$ cat src/rtl/ixu_pkg.sv
// Shared definitions for the integer execution lane result side.
//   XLEN, REG_AW  : default data / register address widths
//   ixu_result_t  : one result-pipeline entry {valid, wr, rd, data}
//   ixu_op_e      : ALU op-code set shared with the ALU
package ixu_pkg;
  localparam int XLEN   = 32;
  localparam int REG_AW = 5;

  // wr = entry really writes the register file (not a NOP, rd != 0)
  typedef struct packed {
    logic              valid;
    logic              wr;
    logic [REG_AW-1:0] rd;
    logic [XLEN-1:0]   data;
  } ixu_result_t;

  typedef enum logic [3:0] {
    OP_ADD, OP_SUB, OP_AND, OP_OR, OP_XOR, OP_SLL, OP_SRL, OP_SRA,
    OP_SLT, OP_SLTU, OP_LUI, OP_NOP
  } ixu_op_e;
endpackage

$ cat src/rtl/ixu_result_fwd_if.sv
// Bus between the IXU result stage and its neighbours (ALU, decode,
// register-file write port).
//   slave  : the result-forwarding block
//   master : the surrounding lane (ALU producer, decode, register file)
// Optional: IXU_FWD_STATS_EN adds fwd_hits / wr_stall_cycles counters.
interface ixu_result_fwd_if #(
  parameter int XLEN   = ixu_pkg::XLEN,
  parameter int REG_AW = ixu_pkg::REG_AW
);
  logic              ex_valid;
  logic              ex_is_nop;
  logic [REG_AW-1:0] ex_rd;
  logic [XLEN-1:0]   ex_result;
  logic              ex_ready;
  logic              flush;
  logic [REG_AW-1:0] id_rs1, id_rs2;
  logic              is_rs1_fwd, is_rs2_fwd;
  logic [XLEN-1:0]   rs1_fwd_data, rs2_fwd_data;
  logic              rf_wvalid, rf_wready;
  logic [REG_AW-1:0] rf_waddr;
  logic [XLEN-1:0]   rf_wdata;
`ifdef IXU_FWD_STATS_EN
  logic [31:0]       fwd_hits, wr_stall_cycles;

  modport slave (
    input  ex_valid, ex_is_nop, ex_rd, ex_result, flush, id_rs1, id_rs2, rf_wready,
    output ex_ready, is_rs1_fwd, is_rs2_fwd, rs1_fwd_data, rs2_fwd_data,
           rf_wvalid, rf_waddr, rf_wdata, fwd_hits, wr_stall_cycles
  );
  modport master (
    output ex_valid, ex_is_nop, ex_rd, ex_result, flush, id_rs1, id_rs2, rf_wready,
    input  ex_ready, is_rs1_fwd, is_rs2_fwd, rs1_fwd_data, rs2_fwd_data,
           rf_wvalid, rf_waddr, rf_wdata, fwd_hits, wr_stall_cycles
  );
`else
  modport slave (
    input  ex_valid, ex_is_nop, ex_rd, ex_result, flush, id_rs1, id_rs2, rf_wready,
    output ex_ready, is_rs1_fwd, is_rs2_fwd, rs1_fwd_data, rs2_fwd_data,
           rf_wvalid, rf_waddr, rf_wdata
  );
  modport master (
    output ex_valid, ex_is_nop, ex_rd, ex_result, flush, id_rs1, id_rs2, rf_wready,
    input  ex_ready, is_rs1_fwd, is_rs2_fwd, rs1_fwd_data, rs2_fwd_data,
           rf_wvalid, rf_waddr, rf_wdata
  );
`endif
endinterface

$ cat src/rtl/ixu_fwd_match.sv
// Priority search of the result pipeline for one source operand.
//   stg_ok_i   : per stage, entry is valid and writes a register
//   stg_rd_i   : per stage destination register
//   stg_data_i : per stage result
//   rs_i       : source register address (0 never matches)
//   hit_o/data_o : youngest matching stage, or 0/0 on no match
module ixu_fwd_match #(
  parameter int NUM_STAGES = 2,
  parameter int XLEN       = 32,
  parameter int REG_AW     = 5
) (
  input  logic [NUM_STAGES-1:0]             stg_ok_i,
  input  logic [NUM_STAGES-1:0][REG_AW-1:0] stg_rd_i,
  input  logic [NUM_STAGES-1:0][XLEN-1:0]   stg_data_i,
  input  logic [REG_AW-1:0]                 rs_i,
  output logic                              hit_o,
  output logic [XLEN-1:0]                   data_o
);
  // Walk oldest to youngest so a younger match overwrites an older one.
  always_comb begin
    hit_o  = 1'b0;
    data_o = '0;
    if (rs_i != '0) begin
      for (int i = NUM_STAGES - 1; i >= 0; i--) begin
        if (stg_ok_i[i] && (stg_rd_i[i] == rs_i)) begin
          hit_o  = 1'b1;
          data_o = stg_data_i[i];
        end
      end
    end
  end
endmodule

$ cat src/rtl/ixu_result_fwd.sv
// IXU result pipeline + operand forwarding.
// ALU results pass through NUM_STAGES registers; the last stage retires to
// the register file over a ready/valid port. Stages feed a youngest-first
// forwarding search for the two sources of the bundle entering execute.
//   clk, rst_n : lane clock, async active-low reset
//   bus        : ixu_result_fwd_if.slave (ex_*, flush, id_rs*, fwd, rf_w*)
// Optional: IXU_FWD_STATS_EN adds saturating fwd_hits / wr_stall_cycles.
module ixu_result_fwd
  import ixu_pkg::*;
#(
  parameter int NUM_STAGES = 2,
  parameter int XLEN       = ixu_pkg::XLEN,
  parameter int REG_AW     = ixu_pkg::REG_AW
) (
  input logic              clk,
  input logic              rst_n,
  ixu_result_fwd_if.slave  bus
);
  localparam int LAST = NUM_STAGES - 1;

  typedef struct packed {
    logic              valid;
    logic              wr;
    logic [REG_AW-1:0] rd;
    logic [XLEN-1:0]   data;
  } stage_t;

  stage_t [NUM_STAGES-1:0] stg_q, stg_d;
  logic                    wvalid, adv;
  logic                    hit1, hit2;

  logic [NUM_STAGES-1:0]             stg_ok;
  logic [NUM_STAGES-1:0][REG_AW-1:0] stg_rd;
  logic [NUM_STAGES-1:0][XLEN-1:0]   stg_data;

  // Entries that don't write retire without waiting for the grant.
  assign wvalid       = stg_q[LAST].valid && stg_q[LAST].wr;
  assign adv          = !wvalid || bus.rf_wready;
  assign bus.ex_ready = adv;
  assign bus.rf_wvalid = wvalid;
  assign bus.rf_waddr  = wvalid ? stg_q[LAST].rd   : '0;
  assign bus.rf_wdata  = wvalid ? stg_q[LAST].data : '0;

  always_comb begin
    stg_d = stg_q;
    if (bus.flush) begin
      stg_d = '0;
    end else if (adv) begin
      for (int i = LAST; i > 0; i--) stg_d[i] = stg_q[i-1];
      stg_d[0] = '0;
      if (bus.ex_valid) begin
        stg_d[0].valid = 1'b1;
        stg_d[0].wr    = !bus.ex_is_nop && (bus.ex_rd != '0);
        stg_d[0].rd    = bus.ex_rd;
        stg_d[0].data  = bus.ex_result;
      end
    end
  end

  always_ff @(posedge clk or negedge rst_n) begin
    if (!rst_n) stg_q <= '0;
    else        stg_q <= stg_d;
  end

  for (genvar g = 0; g < NUM_STAGES; g++) begin : g_flat
    assign stg_ok[g]   = stg_q[g].valid && stg_q[g].wr;
    assign stg_rd[g]   = stg_q[g].rd;
    assign stg_data[g] = stg_q[g].data;
  end

  ixu_fwd_match #(.NUM_STAGES(NUM_STAGES), .XLEN(XLEN), .REG_AW(REG_AW)) u_fwd_rs1 (
    .stg_ok_i(stg_ok), .stg_rd_i(stg_rd), .stg_data_i(stg_data),
    .rs_i(bus.id_rs1), .hit_o(hit1), .data_o(bus.rs1_fwd_data)
  );
  ixu_fwd_match #(.NUM_STAGES(NUM_STAGES), .XLEN(XLEN), .REG_AW(REG_AW)) u_fwd_rs2 (
    .stg_ok_i(stg_ok), .stg_rd_i(stg_rd), .stg_data_i(stg_data),
    .rs_i(bus.id_rs2), .hit_o(hit2), .data_o(bus.rs2_fwd_data)
  );
  assign bus.is_rs1_fwd = hit1;
  assign bus.is_rs2_fwd = hit2;

`ifdef IXU_FWD_STATS_EN
  logic [31:0] fwd_hits_q, fwd_hits_d, stall_q, stall_d;
  logic [32:0] hits_sum;

  always_comb begin
    hits_sum   = {1'b0, fwd_hits_q} + 33'(hit1) + 33'(hit2);
    fwd_hits_d = hits_sum[32] ? '1 : hits_sum[31:0];
    stall_d    = stall_q;
    if (wvalid && !bus.rf_wready && (stall_q != '1)) stall_d = stall_q + 32'd1;
  end

  always_ff @(posedge clk or negedge rst_n) begin
    if (!rst_n) begin
      fwd_hits_q <= '0;
      stall_q    <= '0;
    end else begin
      fwd_hits_q <= fwd_hits_d;
      stall_q    <= stall_d;
    end
  end

  assign bus.fwd_hits        = fwd_hits_q;
  assign bus.wr_stall_cycles = stall_q;
`endif
endmodule
$ cat src/flat_wrapper.sv
// flat-port wrapper written by rule: the top's interface ports become plain ports
module ixu_result_fwd_flat import ixu_pkg::*;
#(
  parameter int NUM_STAGES = 2,
  parameter int XLEN       = ixu_pkg::XLEN,
  parameter int REG_AW     = ixu_pkg::REG_AW
)
  (clk, rst_n, bus_ex_valid, bus_ex_is_nop, bus_ex_rd, bus_ex_result, bus_flush, bus_id_rs1, bus_id_rs2, bus_rf_wready, bus_ex_ready, bus_is_rs1_fwd, bus_is_rs2_fwd, bus_rs1_fwd_data, bus_rs2_fwd_data, bus_rf_wvalid, bus_rf_waddr, bus_rf_wdata);
  ixu_result_fwd_if #(.XLEN(XLEN), .REG_AW(REG_AW)) bus_i ();
  input logic clk;
  input logic rst_n;
  input wire logic [$bits(bus_i.ex_valid)-1:0] bus_ex_valid;
  input wire logic [$bits(bus_i.ex_is_nop)-1:0] bus_ex_is_nop;
  input wire logic [$bits(bus_i.ex_rd)-1:0] bus_ex_rd;
  input wire logic [$bits(bus_i.ex_result)-1:0] bus_ex_result;
  input wire logic [$bits(bus_i.flush)-1:0] bus_flush;
  input wire logic [$bits(bus_i.id_rs1)-1:0] bus_id_rs1;
  input wire logic [$bits(bus_i.id_rs2)-1:0] bus_id_rs2;
  input wire logic [$bits(bus_i.rf_wready)-1:0] bus_rf_wready;
  output wire logic [$bits(bus_i.ex_ready)-1:0] bus_ex_ready;
  output wire logic [$bits(bus_i.is_rs1_fwd)-1:0] bus_is_rs1_fwd;
  output wire logic [$bits(bus_i.is_rs2_fwd)-1:0] bus_is_rs2_fwd;
  output wire logic [$bits(bus_i.rs1_fwd_data)-1:0] bus_rs1_fwd_data;
  output wire logic [$bits(bus_i.rs2_fwd_data)-1:0] bus_rs2_fwd_data;
  output wire logic [$bits(bus_i.rf_wvalid)-1:0] bus_rf_wvalid;
  output wire logic [$bits(bus_i.rf_waddr)-1:0] bus_rf_waddr;
  output wire logic [$bits(bus_i.rf_wdata)-1:0] bus_rf_wdata;
  assign bus_i.ex_valid = bus_ex_valid;
  assign bus_i.ex_is_nop = bus_ex_is_nop;
  assign bus_i.ex_rd = bus_ex_rd;
  assign bus_i.ex_result = bus_ex_result;
  assign bus_i.flush = bus_flush;
  assign bus_i.id_rs1 = bus_id_rs1;
  assign bus_i.id_rs2 = bus_id_rs2;
  assign bus_i.rf_wready = bus_rf_wready;
  assign bus_ex_ready = bus_i.ex_ready;
  assign bus_is_rs1_fwd = bus_i.is_rs1_fwd;
  assign bus_is_rs2_fwd = bus_i.is_rs2_fwd;
  assign bus_rs1_fwd_data = bus_i.rs1_fwd_data;
  assign bus_rs2_fwd_data = bus_i.rs2_fwd_data;
  assign bus_rf_wvalid = bus_i.rf_wvalid;
  assign bus_rf_waddr = bus_i.rf_waddr;
  assign bus_rf_wdata = bus_i.rf_wdata;
  ixu_result_fwd #(.NUM_STAGES(NUM_STAGES), .XLEN(XLEN), .REG_AW(REG_AW)) u_core (.clk(clk), .rst_n(rst_n), .bus(bus_i));
endmodule
$ cat config.mk
export PLATFORM = sky130hd
export DESIGN_NAME = ixu_result_fwd_flat
export DESIGN_NICKNAME = d
export VERILOG_FILES = /design/src/rtl/ixu_pkg.sv /design/src/rtl/ixu_result_fwd_if.sv /design/src/rtl/ixu_fwd_match.sv /design/src/rtl/ixu_result_fwd.sv /design/src/flat_wrapper.sv
export SDC_FILE = /design/constraint.sdc
export NUM_CORES = 1
export LEC_CHECK = 0
export ABC_CLOCK_PERIOD_IN_PS = 2600
export BUFFER_PORTS_ARGS = -buffer_cell sky130_fd_sc_hd__buf_2
export CAP_MARGIN = 20
export CORE_MARGIN = 4
export CORE_UTILIZATION = 31
export CTS_BUF_LIST = sky130_fd_sc_hd__clkbuf_16
export CTS_CLUSTER_SIZE = 40
export DETAILED_ROUTE_END_ITERATION = 10
export SLEW_MARGIN = 10
export SYNTH_ARGS = -nofsm -noshare
export SYNTH_HDL_FRONTEND = slang
export SYNTH_SLANG_ARGS = --single-unit
export TNS_END_PERCENT = 100
$ cat constraint.sdc
create_clock -name clk -period 2.6 [get_ports clk]
set_clock_uncertainty 0.2 [all_clocks]
set_input_delay 0.39 -clock clk [delete_from_list [all_inputs] [get_ports clk]]
set_output_delay 0.39 -clock clk [all_outputs]
set_load 0.1 [all_outputs]
* Yosys cells after proc, flatten, opt, wreduce, memory -nomap -nowiden
Cells that the tools add are included.
** Cells by class
- $add $sub $neg :: 0
- Multipliers :: 0
- Div/mod/pow operators :: 0
- $lt $le $gt $ge :: 0
- Equality and inequality tests :: 4
- Shift-type cells :: 0
- Multiplexer cells :: 17
- Bitwise operators :: 0
- Reduce and logical (&&, ||, !) cells :: 14
** Operators by type and width (number)
- 32-bit 2-to-1 mux :: 7
- 78-bit 2-to-1 mux :: 2
- 39-bit 2-to-1 mux :: 1
- 5-bit == test :: 4
- 5-bit nonzero test :: 3
- 1-bit logical AND :: 7
- 1-bit 2-to-1 mux :: 6
- 5-bit 2-to-1 mux :: 1
- 1-bit zero test :: 2
- 2-bit nonzero test :: 1
- 1-bit logical OR :: 1
** Word-level totals
- Register bits after elaboration :: 78
- Bits in latches :: 0
- RAM bits :: 0
- Memory bits (read-only) :: 0
- Output and inout bits :: 105
- Memories kept :: 0

* Longest topological paths before layout
Gate-level depths: netlist (run 1).
- Depth in word-level cells :: 5
- Mapped depth :: 7
- Gate-level depth less buffers :: 5

* Modules after synthesis
Synthesis (run 1) repeated with hierarchy kept, for this count alone.
** Second synthesis, totals
- Cell total of the unflattened synthesis :: 427
- Area, all modules :: 4354.2 um^2
** Modules (own cells, without submodules)
- ixu_result_fwd :: times used 1, cells an instance 307, area an instance 3218.1 um^2, seq. area each 1951.9 um^2
- ixu_fwd_match :: times used 2, cells an instance 60, area an instance 568.0 um^2, seq. area each 0.0 um^2

* Least setup slack after synthesis (run 1)
No wires, ideal clock.
- Path type :: flip-flop to output port
- From :: register u_core.stg_q[74] in the netlist's numbering
- To :: output port bus_rs2_fwd_data[4]
- Data arrival time :: 4.053 ns
- Required time :: 2.010 ns
- Setup slack :: -2.043 ns
- Cell stages (with the launch flop) :: 5
- Buffers on the path :: 0
- Path through :: dfrtp_1 xor2_1 nor3_1 nand2_1 o41ai_1
** Between the ends
- Longest elaborated chain between the ends :: 5
** Ends and longest elaborated chain
- from (decl) :: line ixu_result_fwd.sv:28 : stage_t [NUM_STAGES-1:0] stg_q, stg_d;
- from (signal assigned) :: line ixu_result_fwd.sv:62 : else stg_q <= stg_d;
- 5-bit == test :: line ixu_fwd_match.sv:25 : if (stg_ok_i[i] && (stg_rd_i[i] == rs_i)) begin
- 1-bit logical AND :: line ixu_fwd_match.sv:25
- 32-bit 2-to-1 mux (2 in a row) :: line ixu_fwd_match.sv:25
- 32-bit 2-to-1 mux :: line ixu_fwd_match.sv:23 : if (rs_i != '0) begin
- to (decl) :: line flat_wrapper.sv:24 : output wire logic [$bits(bus_i.rs2_fwd_data)-1:0] bus_rs2_fwd_data;
No other way between the ends.

* Worst setup path in the final report (run 1)
- From :: register u_core.stg_q[32] in the netlist's numbering
- To :: output port bus_rs2_fwd_data[2]
** Between the ends
- Longest elaborated chain between the ends :: 4
** Ends and longest elaborated chain (line)
- 5-bit == test :: ixu_fwd_match.sv:25
- 1-bit logical AND :: ixu_fwd_match.sv:25
- 32-bit 2-to-1 mux :: ixu_fwd_match.sv:25
- 32-bit 2-to-1 mux :: ixu_fwd_match.sv:23
No other way between the ends.

==> impl_metrics.ini, run 1 <==
[global_route]
grt_max_degree = 41
grt_antenna_before_repair = 0
grt_first_pass_wirelength_microns = 31500
grt_pass1_vias = 5574
overflow = 0
grtUsageTotal = 0.220

[synthesis]
synth_async_sr_flop_share = 1.00
ys_seq_area_frac = 0.389
yosys_warnings = 0
syn_nets = 587
synth_area_per_cell_sq_um = 9.41
synth_edf_count = 0
synth_ff_type = dfrtp_1
synthCells = 534
synthTopCellsByArea = dfrtp_1 39%, or4b_1 12%, nand2_1 8.1%
synth_top_area_cell = dfrtp_1
synth_cell_types = 39
synth_top_cell_area_share = 0.389
syn_area_sq_um = 5020
ys_seq_elements = 78

[sta]
finalWorstSetupSlack_ns = -0.320
period_needed_ns = 2.92
setup_viol = 66
rsz0062_at_grt = true
slew_violations = 0
worst_pin_slew_ns = 0.585
period_share = 1.12
setup_tns_ns = -17.18
hold_viol = 0
max_freq_mhz = 343
slew_headroom = 0.609

[final_layout]
area_delta_synth_final_pct = 93.8
antenna_cells = 0
fillers = 1206
drive_gt1_frac = 0.562
nNetsFinal = 778
final_area_sq_um = 9730

[pwr]
max-vdd-ir-drop_v = 0.000259
swShare = 0.262
leakage_nw = 4.07
pwr-share-comb = 0.134
pwr-share-seq = 0.465
p_total_w = 0.00279
powerDensity_nw_per_um2 = 286
internal_power_w = 0.00206
p_switching_w = 0.000730
clock_power_share = 0.401

[placement]
hpwl_microns = 13300
post_dp_cell_area_sq_um = 8450
place_congestion = 0.903
portBuffers = 157

[status]
violations = negative setup slack
status = finished with violations

[setup_path]
path_buf_inv = 4
crit_required_ns = 2.01
crit_slowest_cell = or4b_4
worstPathCellList = buf_6, xnor2_4, nand3_4, buf_12, buf_16, or4b_4, o31ai_4, buf_12
startpoint_type = flop
setup.worst_path.class = flop to output port
max_stage_delay_ns = 0.51
crit_top_cell = buf_12
worstPathArrival_ns = 2.33
path_max_fanout = 13
critPathTopFamily = buffers and inverters
endpoint_kind = output port

[detailed_routing]
drc = 0
drt-pass1-iter-count = 5
vias = 5274
avgRoutedWirePerCell_microns = 22.2
totalWireLength_microns = 21000
ant_nets = 0
vias_per_cell = 5.58
drt_iter0_markers = 328

[cts]
cts_sinks = 78
cts.root.buffer_cell = clkbuf_16
path_clk_slew_ns = 0.06
cts_inserted_buffers = 9
htreeDepth = 3
clockBufferDepth = 2
cts_tree = built
insertion_delay_ns = 0.34

[die]
ioPinCount = 158
die_w_microns = 135
core.rowCount = 46
core-area_sq_um = 15900
initial_core_util = 0.316
fp.dieH_microns = 135
dieArea_sq_um = 18300

[worst_hold_path]
holdCritPathClass = input port to flop

[run]
drv_cap = 0
-- logic make-up (layout without fill, tap and decap cells) --
group,after synthesis,after routing,share of synthesized area
buffers and inverters,88,284,0.0939
DFF,78,78,0.389
and+or+nand+nor,205,205,0.248
xor gates and xnor gates,20,20,0.0364
AOI/OAI and AO/OA,143,143,0.233
-- repair_timing --
item                                    CTS  global route
gates resized for setup                 101            24
hold endpoints to repair                 38             0
endpoints found under the setup margin   66            66
hold buffers                              1             0
buffers inserted                         23             6
pin swaps                                58            30
cloned                                    8             6
-- metal layers --
metal / vias to the layer above / global-route usage / wire [microns]
met2: 210 / 0.390 / 10600
li1: 2352 / - / -
met1: 2668 / 0.269 / 8550
met4: 0 / 0.0845 / 700
met5: - / 0 / 0
met3: 44 / 0.0357 / 1160
-- state kept, by name (all words and copies together) (netlist names) --
register,count
u_core.stg_data,64
u_core.stg_q,14
-- cell usage after synthesis (4+ instances only) --
library cell	number
nand2_1	108
dfrtp_1	78
or4b_1	61
a21oi_1	40
a22o_1	38
o31ai_1	33
inv_1	32
o31ai_2	30
clkbuf_1	25
buf_2	15
xnor2_1	12
nor2_1	10
xor2_1	7
and3_1	4
-- cell usage in the layout, fill, tap and decap left out, types with 2 or more instances in the layout --
master,instances
buf_12,114
nand2_1,107
dfrtp_1,72
or4b_4,63
o31ai_4,63
buf_2,57
a21oi_1,38
a22o_1,38
inv_1,34
buf_4,31
clkbuf_16,14
buf_6,13
xnor2_2,8
buf_16,8
xor2_1,6
nor2_1,6
dfrtp_2,6
nor2_4,5
buf_8,5
and3_1,4
xnor2_1,4
clkinv_2,3
inv_2,2
or4_1,2
or4_4,2
nand4_1,2
nand3_2,2
or2_4,2
a21oi_4,2
-- area by class of cell --
class | instances | area [sq um] | area share
multi-input cells | 368 | 3740 | 0.384
inverters | 34 | 128 | 0.0131
well taps | 216 | 270 | 0.0278
flip-flops and latches | 78 | 1960 | 0.201
clock buffers | 9 | 225 | 0.0231
clock inverters | 7 | 33.8 | 0.00347
repair buffers | 234 | 3380 | 0.347
-- final timing paths --
| path | startpoint | depth (start not counted) | slack [ns] | end |
|---|---|---|---|---|
| setup / recovery | u_core.stg_q[32]$_DFFE_PN0P_ | 8 | -0.32 | bus_rs2_fwd_data[2] |
| max in group asynchronous | rst_n | 3 | 1.20 | u_core.stg_data[61]$_DFFE_PN0P_ |
| hold / removal | bus_ex_result[16] | 2 | 0.07 | u_core.stg_data[16]$_DFFE_PN0P_ |
| setup reg to reg | u_core.stg_q[76]$_DFFE_PN0P_ | 6 | 0.53 | u_core.stg_data[5]$_DFFE_PN0P_ |
| hold reg to reg | u_core.stg_data[56]$_DFFE_PN0P_ | 2 | 0.32 | u_core.stg_data[56]$_DFFE_PN0P_ |
| min in group asynchronous | rst_n | 2 | 0.37 | u_core.stg_q[73]$_DFFE_PN0P_ |
-- worst register-to-register path: stages, from the launching register on --
cell and delay, ns:
dfrtp_1 0.42, nand2_1 0.17, nor2_4 0.14, buf_4 0.44, nor3b_2 0.11, buf_4 0.24
a22o_1 0.22
-- power by group through the flow --
stage | sequential [W] | combinational (W) | clock (W)
final | 0.00130 | 0.000372 | 0.00112
after global routing | 0.00130 | 0.000397 | 0.00119
after CTS | 0.00129 | 0.000340 | 0.00113
after detailed placement | 0.00131 | 0.000271 | 0
after global placement | 0.00131 | 0.000264 | 0
after floorplan | 0.00130 | 0.000138 | 0
-- stage by stage --
stage | utilization | setup WS (ns) | cells | hold slack (ns)
final | 0.613 | -0.320 | 946 | 0.0738
after CTS | 0.596 | -0.289 | 935 | 0.0686
after global placement | 0.532 | -0.0681 | 889 | 0.189
after global routing | 0.613 | -0.357 | 946 | 0.0808
after detailed placement | 0.532 | -0.0850 | 889 | 0.200
after floorplan | - | -0.387 | 534 | -0.106
(Power assumes the default switching activity.)
==> run 2: changes to the inputs <==
--- a/config.mk
+++ b/config.mk
@@ -8,6 +8,7 @@
 export ABC_CLOCK_PERIOD_IN_PS = 2600
 export BUFFER_PORTS_ARGS = -buffer_cell sky130_fd_sc_hd__buf_2
 export CAP_MARGIN = 20
+export CORE_ASPECT_RATIO = 1.75
 export CORE_MARGIN = 4
 export CORE_UTILIZATION = 31
 export CTS_BUF_LIST = sky130_fd_sc_hd__clkbuf_16
==> impl_metrics.ini, run 2 (same netlist as run 1, synthesis figures left out) <==
[sta]
slew_headroom = 0.646
rsz0062_at_grt = true
setup_viol = 66
max_freq_mhz = 332
worst_pin_slew_ns = 0.531
slew_violations = 0
period_needed_ns = 3.02
period_share = 1.16
finalWorstSetupSlack_ns = -0.415
hold_viol = 0
hold_slack_ns = 0.0659

[detailed_routing]
vias_per_cell = 5.73
vias = 5341
drt-pass1-iter-count = 5
drc = 0
drt_iter0_markers = 375
ant_nets = 0
avgRoutedWirePerCell_microns = 23.6
totalWireLength_microns = 22000

[final_layout]
final_common_cell = buf_12
largest_reg_flops = 64
post-route-util = 0.622
fillers = 1172
layout_common_cells = 115 x buf_12, 107 x nand2_1, 78 x dfrtp_1
area_delta_synth_final_pct = 96.5
nNetsFinal = 791
drive_gt1_frac = 0.558
final_area_sq_um = 9870

[pwr]
p_total_w = 0.00290
powerDensity_nw_per_um2 = 294
leakage_nw = 4.15
max-vdd-ir-drop_v = 0.000313

[cts]
cts_sinks = 78
htreeDepth = 3
cts_tree = built
insertion_delay_ns = 0.34
clockBufferDepth = 2
cts_inserted_buffers = 9
path_clk_slew_ns = 0.05
cts.root.buffer_cell = clkbuf_16

[setup_path]
path_max_fanout = 6
crit_slowest_cell = or4_4
r2r_start = u_core.stg_q[76]$_DFFE_PN0P_
worstPathArrival_ns = 2.43
setup.worst_path.class = flop to output port
rrSetupSlack_ns = 0.83
endpoint_kind = output port
rr_worst_depth = 6
crit_start = u_core.stg_q[71]$_DFFE_PN0P_
crit_top_cell = buf_12
startpoint_type = flop
max_stage_delay_ns = 0.66
crit_required_ns = 2.01
worstPathCellList = buf_6, xor2_2, or4_4, buf_12, o31ai_4, buf_12
rr_endpoint = u_core.stg_q[35]$_DFFE_PN0P_

[global_route]
grtUsageTotal = 0.229
overflow = 0
grt_first_pass_wirelength_microns = 32700
grt_max_degree = 40
grt_antenna_before_repair = 1
grt_pass1_vias = 5731

[die]
fp.dieH_microns = 176
initial_core_util = 0.316
ioPinCount = 158
core.rowCount = 61
die_w_microns = 104
dieArea_sq_um = 18400
core-area_sq_um = 15900

[status]
status = finished with violations
violations = negative setup slack

[worst_hold_path]
worstHoldStart = bus_ex_result[17]
whs_endpoint = u_core.stg_data[17]$_DFFE_PN0P_
holdCritPathClass = input port to flop
whs_path_depth = 2

[placement]
portBuffers = 157
place_congestion = 0.827
post_dp_cell_area_sq_um = 8220
hpwl_microns = 14200

[run]
drv_cap = 0
-- run 2: what timing repair did --
| item | in CTS | in global routing |
|---|---|---|
| pin swaps | 58 | 27 |
| gates resized for setup | 192 | 16 |
| endpoints found under the hold margin | 36 | 0 |
| buffers inserted | 14 | 9 |
| gates cloned | 10 | 5 |
| hold buffers | 1 | 0 |
| setup endpoints to repair | 66 | 66 |
-- run 2: cell type report --
cell class,instances,area [sq um],share of cell area
multi-input combinational,368,3750,0.381
tap,189,236,0.0240
antenna,1,2.50,0.000254
sequential,78,1950,0.198
inverter,34,128,0.0129
timing repair buffer,247,3510,0.356
clock inverter,6,56.3,0.00571
clock buffer,9,225,0.0228
-- run 2: metrics by stage --
step	std cells	TNS, ns	worst slack [ns]
2_1_floorplan	534	-19.67	-0.387
3_3_place_gp	879	-9.73	-0.314
3_5_place_dp	879	-11.80	-0.356
4_1_cts	919	-19.33	-0.372
5_1_grt	932	-26.53	-0.453
6_report	932	-22.61	-0.415
-- run 2: report_power, final --
part | switching [W] | internal, W | leakage, nW
sequential | 0.0000398 | 0.00125 | 1.06
combinational | 0.000211 | 0.000179 | 2.94
clock | 0.000490 | 0.000729 | 0.148
-- run 2: layer usage --
layer  GRT usage  part of all wire
met5           0                 0
met4       0.123             0.042
met3      0.0278             0.049
met2       0.434              0.56
met1       0.243              0.35
-- run 2: worst max path at each step --
stage	endpoint	slack (ns)	cells after the start
CTS	bus_rs1_fwd_data[30]	-0.37	7
global route	bus_rs1_fwd_data[7]	-0.45	7
global placement	bus_rs2_fwd_data[8]	-0.31	7
detailed placement	bus_rs2_fwd_data[17]	-0.36	7
finish	bus_rs1_fwd_data[7]	-0.42	6
floorplan	bus_rs2_fwd_data[0]	-0.39	5
-- run 2: critical path, delay by kind of cell, from the launching register on --
kind            cells  cell delay [ns]
flops               1             0.40
xor+xnor            1             0.16
buf+inv             3             0.56
simple gates        1             0.66
compound gates      1             0.31
